**config.mk**
```make
export PLATFORM = sky130hd
export DESIGN_NAME = selfcomp_leak_monitor
export DESIGN_NICKNAME = d
export VERILOG_FILES = /design/src/rtl/selfcomp_pkg.sv /design/src/rtl/selfcomp_sat_counter.sv /design/src/rtl/selfcomp_leak_monitor.sv
export SDC_FILE = /design/constraint.sdc
export NUM_CORES = 1
export LEC_CHECK = 0
export BUFFER_PORTS_ARGS = -buffer_cell sky130_fd_sc_hd__buf_2
export CAP_MARGIN = 20
export CORE_MARGIN = 2
export CORE_UTILIZATION = 30
export CTS_CLUSTER_SIZE = 16
export DETAILED_ROUTE_END_ITERATION = 8
export PLACE_DENSITY = 0.61
export SETUP_SLACK_MARGIN = 0.1
export SLEW_MARGIN = 10
export SYNTH_ARGS = -nofsm -noshare
export SYNTH_HDL_FRONTEND = slang
export SYNTH_HIERARCHICAL = 1
export SYNTH_SLANG_ARGS = --single-unit
```
**constraint.sdc**
```tcl
create_clock -name clock -period 5.8 [get_ports clock]
set_input_delay 0.29 -clock clock [delete_from_list [all_inputs] [get_ports clock]]
set_output_delay 0.29 -clock clock [all_outputs]
set_load 0.02 [all_outputs]
```
**src/rtl/selfcomp_pkg.sv**
```systemverilog
// Shared types, default parameters and helpers for the self-composition
// leak monitor.
package selfcomp_pkg;

    // Default sizing of the monitor.
    localparam int DEF_DATA_W  = 128;
    localparam int DEF_CNT_W   = 16;
    localparam int DEF_TIMEOUT = 1024;

    // Transaction tracking states.
    typedef enum logic [1:0] {
        IDLE       = 2'd0,
        WAIT_BOTH  = 2'd1,
        WAIT_OTHER = 2'd2,
        REPORT     = 2'd3
    } state_t;

    // Saturating increment on a value carried in 32 bits. Callers zero-extend
    // their counter into the argument and pass their own all-ones ceiling, so
    // this works for any counter width up to 32.
    function automatic logic [31:0] sat_inc(input logic [31:0] value,
                                            input logic [31:0] max_value);
        logic [31:0] result;
        if (value >= max_value) begin
            result = max_value;
        end else begin
            result = value + 32'd1;
        end
        return result;
    endfunction

endpackage : selfcomp_pkg

```
**src/rtl/selfcomp_sat_counter.sv**
```systemverilog
// Saturating up-counter with a synchronous clear that wins over increment.
// Used for the transaction age and for the event counters.
module selfcomp_sat_counter
    import selfcomp_pkg::*;
#(
    parameter int CNT_W = DEF_CNT_W
) (
    input  logic             clock,
    input  logic             reset,
    input  logic             clear,
    input  logic             inc,
    output logic [CNT_W-1:0] count
);

    // Ceiling of the counter; it sticks here instead of wrapping.
    localparam logic [31:0] MAX_V = 32'({CNT_W{1'b1}});

    logic [CNT_W-1:0] count_r;

    // Count register: clear first, then saturating increment, else hold.
    always_ff @(posedge clock or negedge reset) begin
        if (!reset) begin
            count_r <= '0;
        end else if (clear) begin
            count_r <= '0;
        end else if (inc) begin
            count_r <= CNT_W'(sat_inc(32'(count_r), MAX_V));
        end else begin
            count_r <= count_r;
        end
    end

    assign count = count_r;

endmodule : selfcomp_sat_counter

```
**src/rtl/selfcomp_leak_monitor.sv**
```systemverilog
// Sink for the two SE copies of the self-composition harness. Times each copy
// from the shared input handshake to its result valid, and reports cycle skew
// between the copies (timing leak), result disagreement, timeouts and
// handshake misuse through sticky flags and saturating counters.
module selfcomp_leak_monitor
    import selfcomp_pkg::*;
#(
    parameter int DATA_W  = DEF_DATA_W,
    parameter int CNT_W   = DEF_CNT_W,
    parameter int TIMEOUT = DEF_TIMEOUT
) (
    input  logic              clock,
    input  logic              reset,
    input  logic              in_fire,
    input  logic              validOne,
    input  logic [DATA_W-1:0] resultOne,
    input  logic              validTwo,
    input  logic [DATA_W-1:0] resultTwo,
    input  logic              clear,
    output logic              out_ready,
    output logic              busy,
    output logic              done,
    output logic [CNT_W-1:0]  lat_one,
    output logic [CNT_W-1:0]  lat_two,
    output logic [CNT_W-1:0]  skew,
    output logic              leak_detected,
    output logic              mismatch,
    output logic              timeout,
    output logic              protocol_err,
    output logic [CNT_W-1:0]  txn_count,
    output logic [CNT_W-1:0]  leak_count
);

    // Latency recorded for a copy that never showed up.
    localparam logic [CNT_W-1:0] LAT_MISSING = {CNT_W{1'b1}};
    localparam logic [31:0]      AGE_MAX     = 32'({CNT_W{1'b1}});
    localparam logic [CNT_W-1:0] TMO_V       = CNT_W'(TIMEOUT);

    // FSM and datapath registers.
    state_t            state_r;
    logic              out_ready_r;
    logic              busy_r;
    logic              done_r;
    logic              got_one_r;
    logic              got_two_r;
    logic [DATA_W-1:0] res_one_r;
    logic [DATA_W-1:0] res_two_r;
    logic [CNT_W-1:0]  lat_one_r;
    logic [CNT_W-1:0]  lat_two_r;
    logic [CNT_W-1:0]  skew_r;

    // Sticky flags.
    logic              leak_r;
    logic              mismatch_r;
    logic              timeout_r;
    logic              proto_r;

    // Next-state / event decode.
    state_t            state_nx_s;
    logic              start_s;
    logic              in_wait_s;
    logic              take_one_s;
    logic              take_two_s;
    logic              got_one_nx_s;
    logic              got_two_nx_s;
    logic              both_s;
    logic              tmo_s;
    logic              to_report_s;
    logic              tmo_hit_s;
    logic [CNT_W-1:0]  age_s;
    logic [CNT_W-1:0]  age_now_s;
    logic [CNT_W-1:0]  fin_one_s;
    logic [CNT_W-1:0]  fin_two_s;
    logic [CNT_W-1:0]  skew_nx_s;
    logic [DATA_W-1:0] res_one_nx_s;
    logic [DATA_W-1:0] res_two_nx_s;
    logic              leak_now_s;
    logic              mismatch_now_s;
    logic              proto_now_s;
    logic [CNT_W-1:0]  txn_count_s;
    logic [CNT_W-1:0]  leak_count_s;

    // Age is cleared when a transaction opens and counts through both wait
    // states. The register lags by one, so the value a copy sees in the
    // first cycle after in_fire is age_now = 1.
    selfcomp_sat_counter #(.CNT_W(CNT_W)) u_age (
        .clock (clock),
        .reset (reset),
        .clear (start_s),
        .inc   (in_wait_s),
        .count (age_s)
    );

    selfcomp_sat_counter #(.CNT_W(CNT_W)) u_txn (
        .clock (clock),
        .reset (reset),
        .clear (clear),
        .inc   (to_report_s),
        .count (txn_count_s)
    );

    selfcomp_sat_counter #(.CNT_W(CNT_W)) u_leak (
        .clock (clock),
        .reset (reset),
        .clear (clear),
        .inc   (leak_now_s),
        .count (leak_count_s)
    );

    // Decode consumption, completion, timeout and protocol events.
    always_comb begin
        start_s    = (state_r == IDLE) && in_fire;
        in_wait_s  = (state_r == WAIT_BOTH) || (state_r == WAIT_OTHER);
        age_now_s  = CNT_W'(sat_inc(32'(age_s), AGE_MAX));

        // Only the first valid from each copy is consumed per transaction.
        case (state_r)
            WAIT_BOTH, WAIT_OTHER: begin
                take_one_s = validOne && !got_one_r;
                take_two_s = validTwo && !got_two_r;
            end
            default: begin
                take_one_s = 1'b0;
                take_two_s = 1'b0;
            end
        endcase

        got_one_nx_s = got_one_r || take_one_s;
        got_two_nx_s = got_two_r || take_two_s;
        both_s       = got_one_nx_s && got_two_nx_s;
        tmo_s        = in_wait_s && (age_now_s >= TMO_V);
        to_report_s  = in_wait_s && (both_s || tmo_s);
        tmo_hit_s    = to_report_s && !both_s;

        // Final latencies as they will stand when the transaction closes.
        if (take_one_s) begin
            fin_one_s = age_now_s;
        end else if (got_one_r) begin
            fin_one_s = lat_one_r;
        end else begin
            fin_one_s = LAT_MISSING;
        end
        if (take_two_s) begin
            fin_two_s = age_now_s;
        end else if (got_two_r) begin
            fin_two_s = lat_two_r;
        end else begin
            fin_two_s = LAT_MISSING;
        end

        // Unsigned, larger minus smaller, so no sign handling is needed.
        if (fin_one_s >= fin_two_s) begin
            skew_nx_s = fin_one_s - fin_two_s;
        end else begin
            skew_nx_s = fin_two_s - fin_one_s;
        end

        res_one_nx_s = take_one_s ? resultOne : res_one_r;
        res_two_nx_s = take_two_s ? resultTwo : res_two_r;

        leak_now_s     = to_report_s && ((skew_nx_s != '0) || !both_s);
        mismatch_now_s = to_report_s && both_s && (res_one_nx_s != res_two_nx_s);

        proto_now_s = (in_fire && (state_r != IDLE))
                   || ((validOne || validTwo) && (state_r == IDLE))
                   || ((state_r == WAIT_OTHER)
                       && ((validOne && got_one_r) || (validTwo && got_two_r)));

        case (state_r)
            IDLE: begin
                state_nx_s = in_fire ? WAIT_BOTH : IDLE;
            end
            WAIT_BOTH: begin
                if (to_report_s) begin
                    state_nx_s = REPORT;
                end else if (take_one_s || take_two_s) begin
                    state_nx_s = WAIT_OTHER;
                end else begin
                    state_nx_s = WAIT_BOTH;
                end
            end
            WAIT_OTHER: begin
                state_nx_s = to_report_s ? REPORT : WAIT_OTHER;
            end
            REPORT: begin
                state_nx_s = IDLE;
            end
            default: begin
                state_nx_s = IDLE;
            end
        endcase
    end

    // Transaction FSM with its registered outputs and captured copy data.
    // Everything reported with done is written on the edge entering REPORT
    // so it is visible in the same cycle as the pulse.
    always_ff @(posedge clock or negedge reset) begin
        if (!reset) begin
            state_r     <= IDLE;
            out_ready_r <= 1'b0;
            busy_r      <= 1'b0;
            done_r      <= 1'b0;
            got_one_r   <= 1'b0;
            got_two_r   <= 1'b0;
            res_one_r   <= '0;
            res_two_r   <= '0;
            lat_one_r   <= '0;
            lat_two_r   <= '0;
            skew_r      <= '0;
        end else begin
            state_r     <= state_nx_s;
            out_ready_r <= (state_nx_s == WAIT_BOTH) || (state_nx_s == WAIT_OTHER);
            busy_r      <= (state_nx_s != IDLE);
            done_r      <= to_report_s;

            if (start_s) begin
                got_one_r <= 1'b0;
                got_two_r <= 1'b0;
            end else begin
                got_one_r <= got_one_nx_s;
                got_two_r <= got_two_nx_s;
            end

            if (take_one_s) begin
                res_one_r <= resultOne;
            end
            if (take_two_s) begin
                res_two_r <= resultTwo;
            end

            // Latency latches on arrival; a copy still missing at close
            // records the all-ones marker.
            if (take_one_s) begin
                lat_one_r <= age_now_s;
            end else if (to_report_s && !got_one_nx_s) begin
                lat_one_r <= LAT_MISSING;
            end
            if (take_two_s) begin
                lat_two_r <= age_now_s;
            end else if (to_report_s && !got_two_nx_s) begin
                lat_two_r <= LAT_MISSING;
            end

            if (to_report_s) begin
                skew_r <= skew_nx_s;
            end
        end
    end

    // Sticky flags: clear wins over any event in the same cycle.
    always_ff @(posedge clock or negedge reset) begin
        if (!reset) begin
            leak_r     <= 1'b0;
            mismatch_r <= 1'b0;
            timeout_r  <= 1'b0;
            proto_r    <= 1'b0;
        end else if (clear) begin
            leak_r     <= 1'b0;
            mismatch_r <= 1'b0;
            timeout_r  <= 1'b0;
            proto_r    <= 1'b0;
        end else begin
            leak_r     <= leak_r     || leak_now_s;
            mismatch_r <= mismatch_r || mismatch_now_s;
            timeout_r  <= timeout_r  || tmo_hit_s;
            proto_r    <= proto_r    || proto_now_s;
        end
    end

    assign out_ready     = out_ready_r;
    assign busy          = busy_r;
    assign done          = done_r;
    assign lat_one       = lat_one_r;
    assign lat_two       = lat_two_r;
    assign skew          = skew_r;
    assign leak_detected = leak_r;
    assign mismatch      = mismatch_r;
    assign timeout       = timeout_r;
    assign protocol_err  = proto_r;
    assign txn_count     = txn_count_s;
    assign leak_count    = leak_count_s;

endmodule : selfcomp_leak_monitor

```
Word level (Yosys, flattened, before mapping) --
Index checks and enable logic that the tools add are counted. W data, S select, Z words.
Word-level totals: RAM bits 0, memories 0, ROM bits 0, output and inout port bits 87, bits in registers 363, input port bits 262, latch bits 0, logic and storage cells 114
Operators by class: $add $sub $neg 5, bitwise logic cells 0, equal/unequal tests 6, reductions and logical operators 47, $lt $le $gt $ge 5, divide/modulo/power cells 0, $mul 0, multiplexer cells 33, shift-type cells 0
Operators by type and width (number):
- $mux W16 | 18
- $mux W128 | 2
- $ne A128 B128 Y1 | 1
- $add A16 B1 Y16 const B | 3
- $ge A16 B16 Y1 const B | 3
- $sub A16 B16 Y16 | 2
- $logic_and A1 B1 Y1 | 17
- $ge A16 B11 Y1 const B | 1
- $ge A16 B16 Y1 | 1
- $reduce_bool A16 Y1 | 1
- $logic_or A1 B1 Y1 | 15
- $reduce_bool A2 Y1 | 7
- $mux W1 | 10
- $pmux W2 S4 | 1
- $eq A2 B2 Y1 const B | 3
- $logic_not A1 Y1 | 5
- $eq A2 B1 Y1 const B | 2
- $mux W2 | 2
- $logic_not A2 Y1 | 1
- $reduce_or A2 Y1 | 1

Longest topological paths before layout --
word-level depth 11, gate-level depth with buffers 30, gate-level depth less buffers 23

By module --
The synthesis kept the hierarchy.
By module, submodules not included:
- selfcomp_leak_monitor | area each 15494.9 sq um, cells each 1321, times used 1, seq. area each 7882.6 sq um
- selfcomp_sat_counter | area each 939.7 sq um, cells each 96, times used 3, seq. area each 400.4 sq um

Least setup slack after synthesis --
Ideal clock, no wire load.
kind reg2reg, start reg state_r[0], end reg u_leak.count_r[10] (netlist: u_leak/count[10]), clock period less this slack 5.976 ns, cell stages (with the launch flop) 29, data arrival time 5.838 ns, slack -0.176 ns, cell sequence dfrtp_1 -> inv_1 -> ha_1 -> buf_2 -> nand3b_1 -> buf_2 -> buf_1 -> buf_2 -> clkbuf_1 -> nor2_1 -> nand2_1 -> o21a_1 -> ha_1 -> inv_1 -> fa_1 -> a21o_1 -> a21oi_1 -> a31oi_1 -> o21a_1 -> nor2_1 -> mux2_2 -> xor2_1 -> nor4b_1 -> a41oi_1 -> buf_6 -> nand2_1 -> nor3_1 -> a21boi_0 -> a211oi_1
On the way: elaborated cells on any way between the ends 23
RTL lines:
- from (decl) | RTL line selfcomp_leak_monitor.sv:40 | state_t state_r;
- from (signal assigned) | RTL line selfcomp_leak_monitor.sv:211 | state_r <= state_nx_s;
- $eq A2 B1 Y1 or $eq A2 B2 Y1 (tied branches) | RTL line selfcomp_leak_monitor.sv:113 | in_wait_s = (state_r == WAIT_BOTH) || (state_r == WAIT_OTHER);
- $logic_or A1 B1 Y1 * | RTL line selfcomp_leak_monitor.sv:113
- via in_wait_s | RTL line selfcomp_leak_monitor.sv:61 | logic in_wait_s;
- $logic_and A1 B1 Y1 | RTL line selfcomp_leak_monitor.sv:131 | tmo_s = in_wait_s && (age_now_s >= TMO_V);
- $logic_or A1 B1 Y1 | RTL line selfcomp_leak_monitor.sv:132 | to_report_s = in_wait_s && (both_s || tmo_s);
- $logic_and A1 B1 Y1 * | RTL line selfcomp_leak_monitor.sv:132
- $logic_and A1 B1 Y1 * | RTL line selfcomp_leak_monitor.sv:161 | leak_now_s = to_report_s && ((skew_nx_s != '0) || !both_s);
- via leak_now_s | RTL line selfcomp_leak_monitor.sv:77 | logic leak_now_s;
- $reduce_bool A2 Y1 (no line) *
- to (signal assigned) | RTL line selfcomp_sat_counter.sv:27 | count_r <= CNT_W'(sat_inc(32'(count_r), MAX_V));
- to (signal assigned) | RTL line selfcomp_sat_counter.sv:29 | count_r <= count_r;
- to (decl) | RTL line selfcomp_sat_counter.sv:18 | logic [CNT_W-1:0] count_r;
The timed path passes the listed nets; every way through them passes the cells marked *. A chain may end at the register's enable or synchronous reset.

Worst setup path after layout --
start reg state_r[0], end reg mismatch_r (netlist: mismatch)
On the way: elaborated cells on any way between the ends 19
RTL lines:
- $eq A2 B1 Y1 or $eq A2 B2 Y1 (tied branches) | RTL line selfcomp_leak_monitor.sv:113
- $logic_or A1 B1 Y1 * | RTL line selfcomp_leak_monitor.sv:113
- via in_wait_s | RTL line selfcomp_leak_monitor.sv:61
- $logic_and A1 B1 Y1 | RTL line selfcomp_leak_monitor.sv:131
- $logic_or A1 B1 Y1 | RTL line selfcomp_leak_monitor.sv:132
- $logic_and A1 B1 Y1 * | RTL line selfcomp_leak_monitor.sv:132
- $logic_and A1 B1 Y1 * (2 in series) | RTL line selfcomp_leak_monitor.sv:162 | mismatch_now_s = to_report_s && both_s && (res_one_nx_s != res_two_nx_s);
- $logic_or A1 B1 Y1 * | RTL line selfcomp_leak_monitor.sv:264 | mismatch_r <= mismatch_r || mismatch_now_s;
- $mux W1 * | RTL line selfcomp_leak_monitor.sv:257 | end else if (clear) begin
- to (signal assigned) | RTL line selfcomp_leak_monitor.sv:264
- to (decl) | RTL line selfcomp_leak_monitor.sv:54 | logic mismatch_r;
Marked as above.

==> qor.csv <==
metric;value;unit
wl;57900;µm
drtIter0Drc;762;
yosysWarnings;6;
vias_per_cell;4.95;
yosys.area.top_type;dfrtp_1;
ctsLongestPathBuffers;3;
drtAntennaViolNets;0;
drc;0;
htree_levels;2;
start_util;30.3;%
cts_made_buffers;44;
r2r-start;state_r[0];
crit_path_max_fanout;63;
relSlewSlack;37.2;%
netlist-cell-type-count;73;
drv_slew;0;
ys.flop_type;dfrtp_1;
crit_path_end_kind;register;
worstSkewPairLatency;0.56;ns
drt_first_pass_iters;5;
synth-edff-count;0;
min_path_type;in2reg;
io_buffers;348;
coreArea;60400;µm²
avgRoutedWirePerCell;19.0;µm
vdd_drop_max;0.362;mV
layout_setup_ws;0.498;ns
area_delta_synth_final;38.6;%
avgSynthCellArea;11.4;µm²
synth_top_area_share;49.6;%
grtUsageTotal;18.2;%
status;completed;
num-nets-final;2526;
first_global_vias;16004;
cts_sinks;363;
fin_skew;0.00824;ns
place_ws;0.167;ns
ios;349;
leakage;0.0117;µW
syn-num-nets;1913;
clockRootBuffer;clkbuf_16;
grt_max_degree;158;
max_slew.worst_pin.slew;0.942;ns
drive_above_1_share;33.7;%
setup_viol;0;
rows;90;
startpoint;state_r[0];
place_hpwl;40600;µm
rsz0062_at_grt;false;
place_area;21100;µm²
gp_congestion;0.966;
arrival;5.70;ns
crit_type;reg2reg;
hold_viol_final;0;
cp.required;6.20;ns
synth_area;18300;µm²
power_density;606;nW/µm²
grt_pass1_wl;90200;µm
fin_crit_sh;91.4;%
grt_antenna_before_repair;9;
cts_tree;built;
synth_cells;1609;
period_needed;5.30;ns
vias;15070;
final_cell_area;25400;µm²
yosys-top-cells-area;dfrtp_1 (50%), mux2_2 (14%), xor2_1 (4.7%);
fin_util;42.0;%
overflow;0;
synthArstFlopShare;100;%
final.fill_count;5596;
timing.max_cap.violations;0;
path_clk_slew;0.06;ns
max_clock_freq;189;MHz
seq_area_frac_synth;49.6;%
die_w;251;µm
dieArea;63000;µm²
hold_start;resultOne[11];
finalSetupTns;0;ns
total_power;15400;µW
fp.dieH;251;µm
start_kind;register;
ys_ff_latch;363;
[cells in the mapped netlist (14+ instances only)]
cell type    n
nand4_1     25
xor2_1      99
and3_1      15
ha_1        40
nand2_1     90
nand2b_1    22
o22ai_1     14
nand3_1     21
a21oi_1     56
mux2i_1     32
clkbuf_1    22
a211oi_1    22
nor3_1      23
dfrtp_1    363
o21ai_0     36
buf_2       29
nor2b_1     16
mux2_2     227
inv_1       86
o21bai_1    15
a31oi_1     34
nor4_1      29
nor2_1      75
o21a_1      36
[path summary, 6_finish.rpt]
| path | end | slack [ns] | cells after the start |
|---|---|---|---|
| min reg2reg | skew[10] | 0.47 | 2 |
| max in group asynchronous | lat_one[7] | 4.24 | 3 |
| min | res_one_r[11] | 0.03 | 2 |
| max reg2reg | mismatch | 0.50 | 15 |
| min in group asynchronous | res_two_r[96] | 0.26 | 2 |
| max | mismatch | 0.50 | 15 |
[placed cells by master (no fill, tap or decap), types with 44 or more instances in the layout]
master,netlist,layout
dfrtp_1,363,363
buf_2,29,347
dlygate4sd3_1,0,237
mux2_2,227,227
xor2_1,99,98
nand2_1,90,89
inv_1,86,86
nor2_1,75,73
a21oi_1,56,56
clkbuf_16,0,44
[metal layers]
| metal | up-vias | wire [µm] | GRT usage (%) |
|---|---|---|---|
| met4 | 6 | 1750 | 6.09 |
| met2 | 492 | 27300 | 30.1 |
| met5 | - | 42 | 0 |
| met3 | 115 | 4100 | 4.95 |
| met1 | 7436 | 24700 | 22.9 |
| li1 | 7021 | - | - |
[cell type report]
| cell class | count | area [µm²] | area share (%) |
|---|---|---|---|
| Sequential cell | 363 | 9080 | 35.8 |
| Multi-Input combinational cell | 1096 | 8730 | 34.4 |
| Timing Repair Buffer | 630 | 4490 | 17.7 |
| Clock buffer | 56 | 1240 | 4.87 |
| Tap cell | 782 | 978 | 3.86 |
| Clock inverter | 25 | 518 | 2.04 |
| Inverter | 87 | 327 | 1.29 |
| Antenna cell | 6 | 15.0 | 0.0592 |
[state kept, by name (all words and copies together) (netlist names), 2 cells and up]
name / cells
res_one_r: 128
res_two_r: 128
lat_one: 16
lat_two: 16
skew: 16
u_age/count: 16
u_leak/count: 16
u_txn/count: 16
state_r: 2
[repair_timing]
action	4_1_cts	5_1_grt
endpoints found under the hold margin	290	0
buffers inserted	0	4
hold buffers	237	0
setup endpoints to repair	0	17
resized for setup	0	26
[report_power, final]
part,switching [µW],internal [µW]
logic,4570,3350
clock network,1140,2170
registers,483,3670
[worst max-delay path, cell delays in order (launching register included)]
cell,delay (ns)
dfrtp_1,0.41
inv_1,0.12
ha_2,0.34
nand3b_1,0.14
buf_4,0.37
buf_4,0.65
buf_4,0.78
mux2_2,0.44
xor2_1,0.14
nor4_1,0.28
buf_4,0.19
nand4_1,0.26
nor4_1,0.47
buf_4,0.20
a31o_2,0.17
a21oi_1,0.07
[cells by family after synthesis]
family / Yosys count / synth area share [%]
AO/OA/AOI/OAI: 290 / 10.9
XOR/XNOR: 108 / 5.17
adder cells (fa/ha/maj): 42 / 2.95
buffers and inverters: 150 / 3.44
flip-flops: 363 / 49.6
multiplexers: 260 / 15.8
AND/OR/NAND/NOR: 396 / 12.1
[through the flow]
stage	cells	hold WS, ns
after floorplan	1609	-0.00559
after global placement	2717	0.249
after detailed placement	2717	0.250
after CTS	3035	0.00364
after global routing	3043	0.00102
final	3045	0.0291
(Power assumes the default switching activity.)
